### config.mk
export PLATFORM = sky130hd
export DESIGN_NAME = fireball_motion
export DESIGN_NICKNAME = d
export VERILOG_FILES = /design/src/rtl/fireball_pkg.sv /design/src/rtl/tick_down_counter.sv /design/src/rtl/fireball_motion.sv
export SDC_FILE = /design/constraint.sdc
export NUM_CORES = 1
export LEC_CHECK = 0
export CAP_MARGIN = 20
export CORE_ASPECT_RATIO = 2
export CORE_MARGIN = 3
export CORE_UTILIZATION = 57
export CTS_BUF_LIST = sky130_fd_sc_hd__clkbuf_4
export DETAILED_ROUTE_END_ITERATION = 6
export PLACE_DENSITY = 0.92
export SLEW_MARGIN = 0
export SYNTH_ARGS = -nofsm -noshare
export SYNTH_HDL_FRONTEND = slang
export SYNTH_HIERARCHICAL = 1
export SYNTH_SLANG_ARGS = --single-unit
### constraint.sdc
create_clock -name CLOCK -period 6.2 [get_ports CLOCK]
set_input_delay 0.93 -clock CLOCK [delete_from_list [all_inputs] [get_ports CLOCK]]
set_output_delay 0.93 -clock CLOCK [all_outputs]
set_load 0.02 [all_outputs]
### src/rtl/fireball_pkg.sv
// fireball_pkg: state encoding, direction codes and screen geometry shared by
// the fireball motion controller, sprite renderer and pixel mux.
package fireball_pkg;
  localparam logic [1:0] ST_IDLE     = 2'd0;
  localparam logic [1:0] ST_FLY      = 2'd1;
  localparam logic [1:0] ST_EXPLODE  = 2'd2;
  localparam logic [1:0] ST_COOLDOWN = 2'd3;
  localparam logic DIR_LEFT  = 1'b0;
  localparam logic DIR_RIGHT = 1'b1;
  localparam int FB_SCREEN_W = 96;
  localparam int FB_SCREEN_H = 64;
  localparam int FB_SIZE     = 8;
  function automatic int cnt_w(input int a, input int b);
    return $clog2((a > b ? a : b) + 1);
  endfunction
endpackage

### src/rtl/tick_down_counter.sv
// tick_down_counter: loadable down-counter that saturates at zero, stepping
// once per enable pulse; load wins over enable.
module tick_down_counter #(
  parameter int W = 4
) (
  input  logic         CLOCK,
  input  logic         RESET_N,
  input  logic         load,
  input  logic         en,
  input  logic [W-1:0] load_val,
  output logic         zero
);
  logic [W-1:0] count;
  assign zero = count == '0;
  always_ff @(posedge CLOCK or negedge RESET_N)
    if (!RESET_N) count <= '0;
    else if (load) count <= load_val;
    else if (en && !zero) count <= count - W'(1);
endmodule

### src/rtl/fireball_motion.sv
// fireball_motion: launch/fly/explode/cooldown lifecycle of one fireball,
// producing its registered top-left position and visibility flags.
module fireball_motion
  import fireball_pkg::*;
#(
  parameter int SCREEN_W       = FB_SCREEN_W,
  parameter int SCREEN_H       = FB_SCREEN_H,
  parameter int SIZE           = FB_SIZE,
  parameter int SPEED          = 2,
  parameter int EXPLODE_TICKS  = 4,
  parameter int COOLDOWN_TICKS = 8
) (
  input  logic       CLOCK,
  input  logic       RESET_N,
  input  logic       move_tick,
  input  logic       fire,
  input  logic       dir,
  input  logic [6:0] launch_x,
  input  logic [5:0] launch_y,
  input  logic       hit,
  output logic [6:0] leftX,
  output logic [5:0] topY,
  output logic       visible,
  output logic       exploding,
  output logic       ready,
  output logic       done
);
  localparam int CW = cnt_w(EXPLODE_TICKS, COOLDOWN_TICKS);
  localparam logic [6:0] MAX_X = 7'(SCREEN_W - SIZE);
  localparam logic [5:0] MAX_Y = 6'(SCREEN_H - SIZE);
  logic [1:0] state;
  logic heading, load, zero, exit_now;
  logic [CW-1:0] load_val;
  logic [7:0] right_next;
  assign visible   = state == ST_FLY || state == ST_EXPLODE;
  assign exploding = state == ST_EXPLODE;
  assign ready     = state == ST_IDLE;
  // 8-bit sum so a sprite near the right edge cannot wrap past 127
  assign right_next = {1'b0, leftX} + 8'(SPEED);
  assign exit_now   = heading == DIR_RIGHT ? right_next > {1'b0, MAX_X} : leftX < 7'(SPEED);
  // counters are loaded with ticks-1 so the final tick is seen with zero set
  always_comb begin
    load     = (state == ST_FLY && (hit || (move_tick && exit_now))) ||
               (state == ST_EXPLODE && move_tick && zero);
    load_val = state == ST_FLY && hit ? CW'(EXPLODE_TICKS - 1) : CW'(COOLDOWN_TICKS - 1);
  end
  tick_down_counter #(.W(CW)) dwell (
    .CLOCK(CLOCK), .RESET_N(RESET_N), .load(load), .en(move_tick),
    .load_val(load_val), .zero(zero)
  );
  always_ff @(posedge CLOCK or negedge RESET_N)
    if (!RESET_N) begin
      state   <= ST_IDLE;
      heading <= DIR_LEFT;
      leftX   <= '0;
      topY    <= '0;
      done    <= 1'b0;
    end else begin
      done <= 1'b0;
      case (state)
        ST_IDLE:
          if (fire) begin
            state   <= ST_FLY;
            heading <= dir;
            leftX   <= launch_x > MAX_X ? MAX_X : launch_x;
            topY    <= launch_y > MAX_Y ? MAX_Y : launch_y;
          end
        ST_FLY:
          if (hit) begin
            state <= ST_EXPLODE;
            done  <= 1'b1;
          end else if (move_tick && exit_now) begin
            state <= ST_COOLDOWN;
            done  <= 1'b1;
          end else if (move_tick)
            leftX <= heading == DIR_RIGHT ? leftX + 7'(SPEED) : leftX - 7'(SPEED);
        ST_EXPLODE: if (move_tick && zero) state <= ST_COOLDOWN;
        default:    if (move_tick && zero) state <= ST_IDLE;
      endcase
    end
endmodule

# [After elaboration in Yosys (flattened, before gate mapping)]
# Index checks and enable logic that the tools add are counted.
[classes] n_addsub=4 mul=0 n_div=0 order_cmp=4 n_eq_ne=8 shifts=0 mux=21 bitwise_logic=0 n_reduce_logical=19
[ops] operator="2-to-1 mux 7 bit" n=6
[ops] operator="case mux 7 bit (2 select lines)" n=1
[ops] operator="2-to-1 mux 2 bit" n=5
[ops] operator="adder 7 x 2 -> 8 bit (second input constant)" n=1
[ops] operator="greater-than comparator 8 x 7 -> 1 bit (second input constant)" n=1
[ops] operator="2-to-1 mux 4 bit" n=2
[ops] operator="inequality test 2 bit (second input constant)" n=4
[ops] operator="adder 7 x 2 -> 7 bit (second input constant)" n=1
[ops] operator="greater-than comparator 7 bit (second input constant)" n=1
[ops] operator="logical AND 1 bit" n=7
[ops] operator="< comparator 7 x 2 -> 1 bit (second input constant)" n=1
[ops] operator="subtractor 7 x 2 -> 7 bit (second input constant)" n=1
[ops] operator="greater-than comparator 6 bit (second input constant)" n=1
[ops] operator="2-to-1 mux 6 bit" n=1
[ops] operator="case mux 2 bit (3 select lines)" n=1
[ops] operator="AND reduction 5 bit" n=1
[ops] operator="zero test 4 bit" n=1
[ops] operator="2-to-1 mux 1 bit" n=4
[ops] operator="AND reduction 4 bit" n=1
[ops] operator="nonzero test 2 bit" n=2
[ops] operator="subtractor 4 x 1 -> 4 bit (second input constant)" n=1
[ops] operator="logical OR 1 bit" n=3
[ops] operator="2-to-1 mux 3 bit" n=1
[ops] operator="inequality test 3 x 2 -> 1 bit (second input constant)" n=1
[ops] operator="7 further kinds" n=7
[totals] reg_bits=21 latch_bits=0 ramBits=0 rom_bits=0 inputBits=19 output_inout_bits=17 memories=0

# [Logic depth before layout (Yosys ltp)]
# Gate-level depths: netlist of the first run.
[logic_depth] word_depth=8 depth_mapped=11 depth_no_buf=9

# [Modules after synthesis]
# Netlist of the first run, hierarchy kept.
[modules_own_cells] module="fireball_motion" n_inst=1 cells_each=174 area_each_um2=1461.4
[modules_own_cells] module="tick_down_counter" n_inst=1 cells_each=27 area_each_um2=270.3

# [Least setup slack after synthesis of the first run]
# Ideal clock, no wire load.
[synth_timing] path_type="reg2reg" startpoint="register leftX[1]" endpoint="register dwell.count[1]" arrival_ns=2.413 t_required_ns=6.120 setup_slack_ns=3.707 stages_incl_launch_ff=12 period_less_slack_ns=2.493 cell_sequence="dfrtp_1 -> buf_6 -> inv_1 -> ha_1 -> nor2_1 -> a21oi_1 -> a211o_1 -> nand3_1 -> nand3_1 -> buf_6 -> or4_1 -> o211ai_2"
[synth_between] elab_chain_cells=8 elab_cells_between_ends=10 cone_classes="1 x add/sub; 2 x order compare; 2 x mux; 5 x reduce/logical"
[synth_rtl] element="from (decl)" line_no="fireball_motion.sv:21" text="output logic [6:0] leftX,"
[synth_rtl] element="from (signal assigned)" line_no="fireball_motion.sv:65" text="leftX <= launch_x > MAX_X ? MAX_X : launch_x;"
[synth_rtl] element="from (signal assigned)" line_no="fireball_motion.sv:76" text="leftX <= heading == DIR_RIGHT ? leftX + 7'(SPEED) : leftX - 7'(SPEED);"
[synth_rtl] element="adder 7 x 2 -> 8 bit" line_no="fireball_motion.sv:39" text="assign right_next = {1'b0, leftX} + 8'(SPEED);"
[synth_rtl] element="greater-than comparator 8 x 7 -> 1 bit" line_no="fireball_motion.sv:40" text="assign exit_now = heading == DIR_RIGHT ? right_next > {1'b0, MAX_X} : leftX < 7'(SPEED);"
[synth_rtl] element="2-to-1 mux 1 bit (*)" line_no="fireball_motion.sv:40"
[synth_rtl] element="logical AND 1 bit (*)" line_no="fireball_motion.sv:43" text="load = (state == ST_FLY && (hit || (move_tick && exit_now))) ||"
[synth_rtl] element="logical OR 1 bit (*)" line_no="fireball_motion.sv:43"
[synth_rtl] element="logical AND 1 bit (*)" line_no="fireball_motion.sv:43"
[synth_rtl] element="logical OR 1 bit (*)" line_no="fireball_motion.sv:43"
[synth_rtl] element="via load" line_no="fireball_motion.sv:32" text="logic heading, load, zero, exit_now;"
[synth_rtl] element="2-to-1 mux 4 bit / nonzero test 2 bit (equally long branches)"
[synth_rtl] element="to (signal assigned)" line_no="tick_down_counter.sv:17" text="else if (load) count <= load_val;"
[synth_rtl] element="to (signal assigned)" line_no="tick_down_counter.sv:18" text="else if (en && !zero) count <= count - W'(1);"
[synth_rtl] element="to (decl)" line_no="tick_down_counter.sv:13" text="logic [W-1:0] count;"
# The timed path passes the listed nets; every way through them passes the cells marked *.
# A chain may end at the register's enable or synchronous reset.

# [Worst setup path in the final report of the first run]
[layout_timing] startpoint="register state[1]" endpoint="register dwell.count[3]"
[layout_between] elab_chain_cells=5 elab_cells_between_ends=8 cone_classes="2 x eq/ne; 1 x mux; 5 x reduce/logical"
[layout_rtl] element="from (decl)" line_no="fireball_motion.sv:31" text="logic [1:0] state;"
[layout_rtl] element="from (signal assigned)" line_no="fireball_motion.sv:53" text="state <= ST_IDLE;"
[layout_rtl] element="from (signal assigned)" line_no="fireball_motion.sv:63" text="state <= ST_FLY;"
[layout_rtl] element="from (signal assigned)" line_no="fireball_motion.sv:70" text="state <= ST_EXPLODE;"
[layout_rtl] element="== test 2 bit" line_no="fireball_motion.sv:44" text="(state == ST_EXPLODE && move_tick && zero);"
[layout_rtl] element="logical AND 1 bit (2 in series)" line_no="fireball_motion.sv:44"
[layout_rtl] element="logical OR 1 bit (*)" line_no="fireball_motion.sv:43"
[layout_rtl] element="via load" line_no="fireball_motion.sv:32"
[layout_rtl] element="2-to-1 mux 4 bit / nonzero test 2 bit (equally long branches)"
# Marked as above.

==> impl_metrics.yaml, run 1 <==
outcome:
  status: "completed"
timing:
  slew_headroom_pct: 33.1
  setup_viol: 0
  min_period_ns: 3.07
  fmax_mhz: 325
  fin_crit_sh_pct: 49.6
  fin_worst_skew_ns: 0.00301
  drv_slew: 0
  rsz0062_at_grt: "no"
  worst_pin_slew_ns: 1.00
  fin_setup_tns_ns: 0
  hold_violations: 0
synthesis:
  yosysTopAreaCell: "dfrtp_1"
  synth_flop_cell: "dfrtp_1"
  synth.distinct_cells: 56
  netlist_instances: 201
  syn-mean-instance-area_um2: 8.62
  synth_top_area_share_pct: 30.3
  synth_mux_area_share_pct: 4.41
  synth_seq_cells: 21
  synth_top_family_by_area: "simple AND/OR/NAND/NOR gates"
  synthArstFlopShare_pct: 100
  synth_compound_area_share_pct: 23.6
  synth_xor_area_share_pct: 3.54
  synth-edff-count: 0
  seq_area_frac_synth_pct: 30.3
  yosys.area_share.simple_pct: 24.2
  yosys_warnings: 6
  synth_area_mm2: 0.00173
  netlist_top_cells_area: "dfrtp_1 (30%), ha_1 (5.1%), nand2_1 (4.8%)"
  synth_fa_ha_area_share_pct: 5.06
setup_path:
  critPathMaxFanout: 19
  r2r_cells: 8
  start_kind: "flip-flop"
  path_cells: "inv_1, ha_1, clkinv_1, nor3_1, nand3_1, nand3_1, nor3_1, a221o_1"
  reg2reg_from: "state[1]$_DFFE_PN0P_"
  cp_slowest_cell: "ha_1"
  timing.rr.end: "dwell/count[3]$_DFFE_PN0P_"
  critPathArrivalTime_ns: 3.29
  critPathRequiredTime_ns: 6.42
  cpLargestDelayFamily: "simple AND/OR/NAND/NOR gates"
  path_class: "reg2reg"
  cp_num_buf_inv: 2
  reg2reg_setup_slack_ns: 3.13
  max_stage_delay_ns: 0.57
  crit_path_end_kind: "flip-flop"
final_layout:
  final_area_mm2: 0.00206
  drive_above_1_share_pct: 9.57
  fin_util_pct: 72.8
  areaGrowthSynthToFinish_pct: 19.2
  stdcell_count: 259
  fin_nets: 257
  antenna_cells: 0
global_routing:
  grt-ovfl-total: 0
  grt_max_degree: 22
  grt_pass1_vias: 1705
  grt_pass1_wl_um: 7590
  grtUsageMet3_pct: 3.89
  antenna_found_initial: 0
  grt_busiest_layer: "met2"
  gr-usage-met2_pct: 44.7
  use_met1_pct: 27.6
  grt_usage_pct: 26.3
clocking:
  clkTransAtPathRegs_ns: 0.12
  cts_buffers: 3
  cts_resized: 0
  clock_latency_ns: 0.32
  clock-sinks: 21
  cts_max_level: 1
  clockBufferDepth: 2
  cts_root_buffer: "clkbuf_4"
  ctsHoldBuffers: 0
  cts_setup_buffers: 0
  cts_tree: "yes"
pwr:
  irDropWorstVdd_mv: 0.298
  cellLeakagePower_uw: 0.000843
  power_density_mw_per_mm2: 555
routing:
  drc: 0
  wl_per_cell_um: 16.9
  ant_nets: 0
  totalWireLength_um: 4390
  firstDrtPassIters: 4
  drt_iter0_drc: 75
  vias_per_cell: 6.58
  vias: 1704
floorplanning:
  pin_count: 36
  fp.dieW_um: 45.0
  start_util_pct: 61.0
  die-area_mm2: 0.00378
  coreArea_mm2: 0.00284
  die_h_um: 84.0
  std_cell_rows: 27
placement:
  gp_congestion: 0.899
  dp.cells: 255
  dp.final_hpwl_um: 3510
  dpl-instance-area_mm2: 0.00204
  numPortBuffers: 35
worst_hold_path:
  hold_end: "topY[0]$_DFFE_PN0P_"
  hold_depth: 2
  hold_start: "topY[0]$_DFFE_PN0P_"
  hp-class: "reg2reg"
job:
  maxCapViolCount: 0
==> cells by family after synthesis <==
group | after synthesis
multiplexers | 7
XOR/XNOR | 7
flip-flops | 21
AND/OR/NAND/NOR | 74
other | 2
AO/OA/AOI/OAI | 57
buffers and inverters | 26
adder cells (fa/ha/maj) | 7
==> power by group <==
| group | switching (uW) | internal (uW) | total [uW] |
|---|---|---|---|
| clock | 45.3 | 24.2 | 69.5 |
| sequential | 111 | 205 | 316 |
| combinational | 413 | 347 | 760 |
| total | 569 | 577 | 1150 |
==> cell usage in the layout (no fill, tap or decap), types with 2 or more instances in the layout <==
master,count
nand4_1,4
ha_1,7
o32ai_1,4
or4_1,4
o211ai_1,3
nor3_1,8
o21a_1,3
nand3_1,10
o21ai_0,12
clkdlybuf4s50_1,35
dfrtp_1,21
a211oi_1,2
conb_1,3
mux2i_1,2
nand2b_1,2
nor2b_1,2
o311ai_0,2
inv_1,13
xnor2_1,6
a31oi_1,5
a32oi_1,2
clkbuf_4,3
a21oi_1,10
nand2_1,22
nor3b_1,2
nor2_1,8
mux2_2,5
and3_1,2
==> cells in the mapped netlist (2+ instances only) <==
cell type and count:
inv_1 13, mux2_2 5, a21oi_1 10, nand2_1 22, xnor2_1 6, o32ai_1 4
o21ai_0 12, o311ai_0 2, nor3b_1 2, nand4_1 4, nor3_1 8, clkbuf_1 3
buf_2 2, nor2_1 8, a211oi_1 2, a32oi_1 2, a31oi_1 5, buf_6 6
nand2b_1 2, ha_1 7, and3_1 2, dfrtp_1 21, or4_1 4, nand3_1 10
mux2i_1 2, o211ai_1 3, nor2b_1 2, conb_1 2, o21a_1 3
==> sequential cells by signal, summed over array words and instances, names as in the netlist <==
| name | flops |
|---|---|
| done | 1 |
| dwell/count | 4 |
| heading | 1 |
| leftX | 7 |
| state | 2 |
| topY | 6 |
==> layer usage <==
layer	part of all wire, %	vias to the layer above
met1	36	814
met2	55	64
met3	4.2	24
li1	-	802
met5	0	-
met4	5.5	0
==> per-stage QoR <==
stage	total power (uW)	hold slack [ns]	setup slack [ns]
5_1_grt	1250	0.542	2.85
2_1_floorplan	864	0.545	3.71
3_5_place_dp	1080	0.470	3.00
4_1_cts	1150	0.502	3.20
3_3_place_gp	1040	0.463	2.91
6_report	1150	0.496	3.13
==> final cells by class <==
| cell class | count | area (um^2) |
|---|---|---|
| Fill cell | 239 | 773 |
| Timing Repair Buffer | 36 | 358 |
| Clock buffer | 3 | 22.5 |
| Sequential cell | 21 | 526 |
| Tap cell | 29 | 36.3 |
| Clock inverter | 1 | 5.00 |
| Multi-Input combinational cell | 155 | 1060 |
| Inverter | 14 | 52.6 |
==> worst max-delay path by stage <==
stage                                    start                    endpoint  slack, ns  depth (start not counted)
after detailed placement             move_tick  dwell/count[3]$_DFFE_PN0P_       3.00                          7
after global routing      state[1]$_DFFE_PN0P_  dwell/count[3]$_DFFE_PN0P_       2.85                          8
after CTS                 state[1]$_DFFE_PN0P_  dwell/count[3]$_DFFE_PN0P_       3.20                          8
after floorplan           leftX[1]$_DFFE_PN0P_  dwell/count[1]$_DFFE_PN0P_       3.71                         11
after global placement               move_tick        leftX[3]$_DFFE_PN0P_       2.91                          6
final                     state[1]$_DFFE_PN0P_  dwell/count[3]$_DFFE_PN0P_       3.13                          8
==> worst min-delay path, delay by kind of cell (launching register included) <==
kind             cells  cell delay, ns
flip-flops           1            0.36
AND/OR/NAND/NOR      1            0.05
AO/OA/AOI/OAI        1            0.06
Power figures use the tool's default switching activity.
==> inputs of run 2 (changes only) <==
--- a/config.mk
+++ b/config.mk
@@ -8,10 +8,10 @@
 export CAP_MARGIN = 20
 export CORE_ASPECT_RATIO = 2
 export CORE_MARGIN = 3
-export CORE_UTILIZATION = 57
+export CORE_UTILIZATION = 53
 export CTS_BUF_LIST = sky130_fd_sc_hd__clkbuf_4
 export DETAILED_ROUTE_END_ITERATION = 6
-export PLACE_DENSITY = 0.92
+export PLACE_DENSITY = 0.86
 export SLEW_MARGIN = 0
 export SYNTH_ARGS = -nofsm -noshare
 export SYNTH_HDL_FRONTEND = slang
==> constraint.sdc (replaced) <==
create_clock -name CLOCK -period 3.2 [get_ports CLOCK]
set_input_delay 0.48 -clock CLOCK [delete_from_list [all_inputs] [get_ports CLOCK]]
set_output_delay 0.48 -clock CLOCK [all_outputs]
set_load 0.02 [all_outputs]
==> impl_metrics.yaml, run 2 (synthesis results as in run 1) <==
outcome:
  status: "completed"
final_layout:
  final_common_cell: "clkdlybuf4s50_1"
  largest_reg_flops: 7
  most-common-layout-cells: "clkdlybuf4s50_1 (35), nand2_1 (22), dfrtp_1 (21)"
  top_register: "leftX"
  areaGrowthSynthToFinish_pct: 20.6
  drive_above_1_share_pct: 10.7
  fin_nets: 260
  antenna_cells: 0
  top_regs: "leftX (7), topY (6), dwell/count (4)"
routing:
  wl_per_cell_um: 17.4
  totalWireLength_um: 4570
  drt_iter0_drc: 63
  drc: 0
  vias: 1659
  firstDrtPassIters: 4
  vias_per_cell: 6.31
  ant_nets: 0
job:
  maxCapViolCount: 0
pwr:
  p_seq_share_pct: 26.4
  cellLeakagePower_uw: 0.000858
  p_int_uw: 1130
  power_density_mw_per_mm2: 1090
  combPwrFrac_pct: 67.7
  power.switching_uw: 1140
  clkPwrFrac_pct: 5.9
  irDropWorstVdd_mv: 0.586
  p_sw_share_pct: 50.1
clocking:
  clock-sinks: 21
  cts_buffers: 3
  cts_root_buffer: "clkbuf_4"
  clockBufferDepth: 2
  clock_latency_ns: 0.32
  cts_setup_buffers: 0
  ctsHoldBuffers: 0
  clkTransAtPathRegs_ns: 0.12
  cts_max_level: 1
  cts_tree: "yes"
  cts_resized: 0
global_routing:
  gr-usage-met2_pct: 44.1
  use_met1_pct: 27.1
  grt_max_degree: 22
  grt-ovfl-total: 0
  grt_usage_pct: 25.0
  grt_pass1_wl_um: 7440
  grt_pass1_vias: 1698
  grt_busiest_layer: "met2"
  grtUsageMet3_pct: 2.29
  antenna_found_initial: 0
timing:
  drv_slew: 0
  min_period_ns: 2.71
  worst_slack_ns: 0.485
  rsz0062_at_grt: "no"
  fmax_mhz: 368
  setup_viol: 0
  slew_headroom_pct: 37.2
  fin_worst_skew_ns: 0.00635
  fin_setup_tns_ns: 0
  worst_pin_slew_ns: 0.939
  hold_violations: 0
  fin_crit_sh_pct: 84.8
setup_path:
  cp_num_buf_inv: 0
  cp_slowest_cell: "or4_1"
  crit_path_end_kind: "flip-flop"
  critPathMaxFanout: 10
  critPathRequiredTime_ns: 3.45
  start_kind: "flip-flop"
  path_class: "reg2reg"
  critPathArrivalTime_ns: 2.97
  max_stage_delay_ns: 0.61
  cpMostUsedCell: "nand3_1"
  cpLargestDelayFamily: "simple AND/OR/NAND/NOR gates"
  path_cells: "ha_1, nand3_1, xnor2_1, a211o_1, nand3_1, nand3_1, or4_1, o211ai_2"
worst_hold_path:
  hp-class: "reg2reg"
floorplanning:
  pin_count: 36
  std_cell_rows: 28
  die_h_um: 86.8
  die-area_mm2: 0.00403
  fp.dieW_um: 46.4
  coreArea_mm2: 0.00305
  start_util_pct: 56.8
placement:
  dp_slack_ns: 0.530
  numPortBuffers: 35
  gp_congestion: 0.975
  dp.final_hpwl_um: 3610
run 2: worst reg2reg max path, stage by stage, from the launching register on:
cell and delay, ns:
dfrtp_1 0.54, ha_1 0.27, nand3_1 0.17, xnor2_1 0.20, a211o_1 0.33, nand3_1 0.15, nand3_1 0.28, or4_1 0.61
o211ai_2 0.09
run 2: power groups by stage:
stage | combinational, uW | sequential (uW) | clock [uW]
after floorplan | 1070 | 607 | 0
after global placement | 1500 | 594 | 0
after detailed placement | 1520 | 602 | 0
after CTS | 1530 | 596 | 137
after global routing | 1670 | 621 | 141
final | 1540 | 599 | 133
run 2: worst paths after layout:
check,slack [ns],depth (start not counted),startpoint,to
worst min-delay path,0.50,2,topY[2]$_DFFE_PN0P_,topY[2]$_DFFE_PN0P_
worst min register to register,0.50,2,topY[2]$_DFFE_PN0P_,topY[2]$_DFFE_PN0P_
max in group asynchronous,1.96,1,RESET_N,leftX[0]$_DFFE_PN0P_
min in group asynchronous,0.67,1,RESET_N,dwell/count[2]$_DFFE_PN0P_
worst max register to register,0.49,8,leftX[1]$_DFFE_PN0P_,dwell/count[1]$_DFFE_PN0P_
worst max-delay path,0.49,8,leftX[1]$_DFFE_PN0P_,dwell/count[1]$_DFFE_PN0P_
run 2: cell type report:
cell class | count | area (um^2)
Clock buffer | 3 | 22.5
Clock inverter | 1 | 5.00
Fill cell | 258 | 960
Inverter | 14 | 52.6
Multi-Input combinational cell | 155 | 1060
Sequential cell | 21 | 526
Tap cell | 30 | 37.5
Timing Repair Buffer | 39 | 380
run 2: per-layer routing:
metal,vias up,part of all wire [%]
met4,0,4.3
met1,779,37
met3,17,3.2
met5,-,0
li1,805,-
met2,58,55
run 2: through the flow:
stage                     hold slack [ns]  cells  power [uW]  area, um^2  utilization, %
after floorplan                     0.184    202        1670        1740               -
after global placement              0.463    259        2100        2060            67.6
after detailed placement            0.478    259        2130        2060            67.6
after CTS                           0.506    263        2260        2090            68.5
after global routing                0.537    263        2430        2090            68.5
final                               0.500    263        2270        2090            68.5
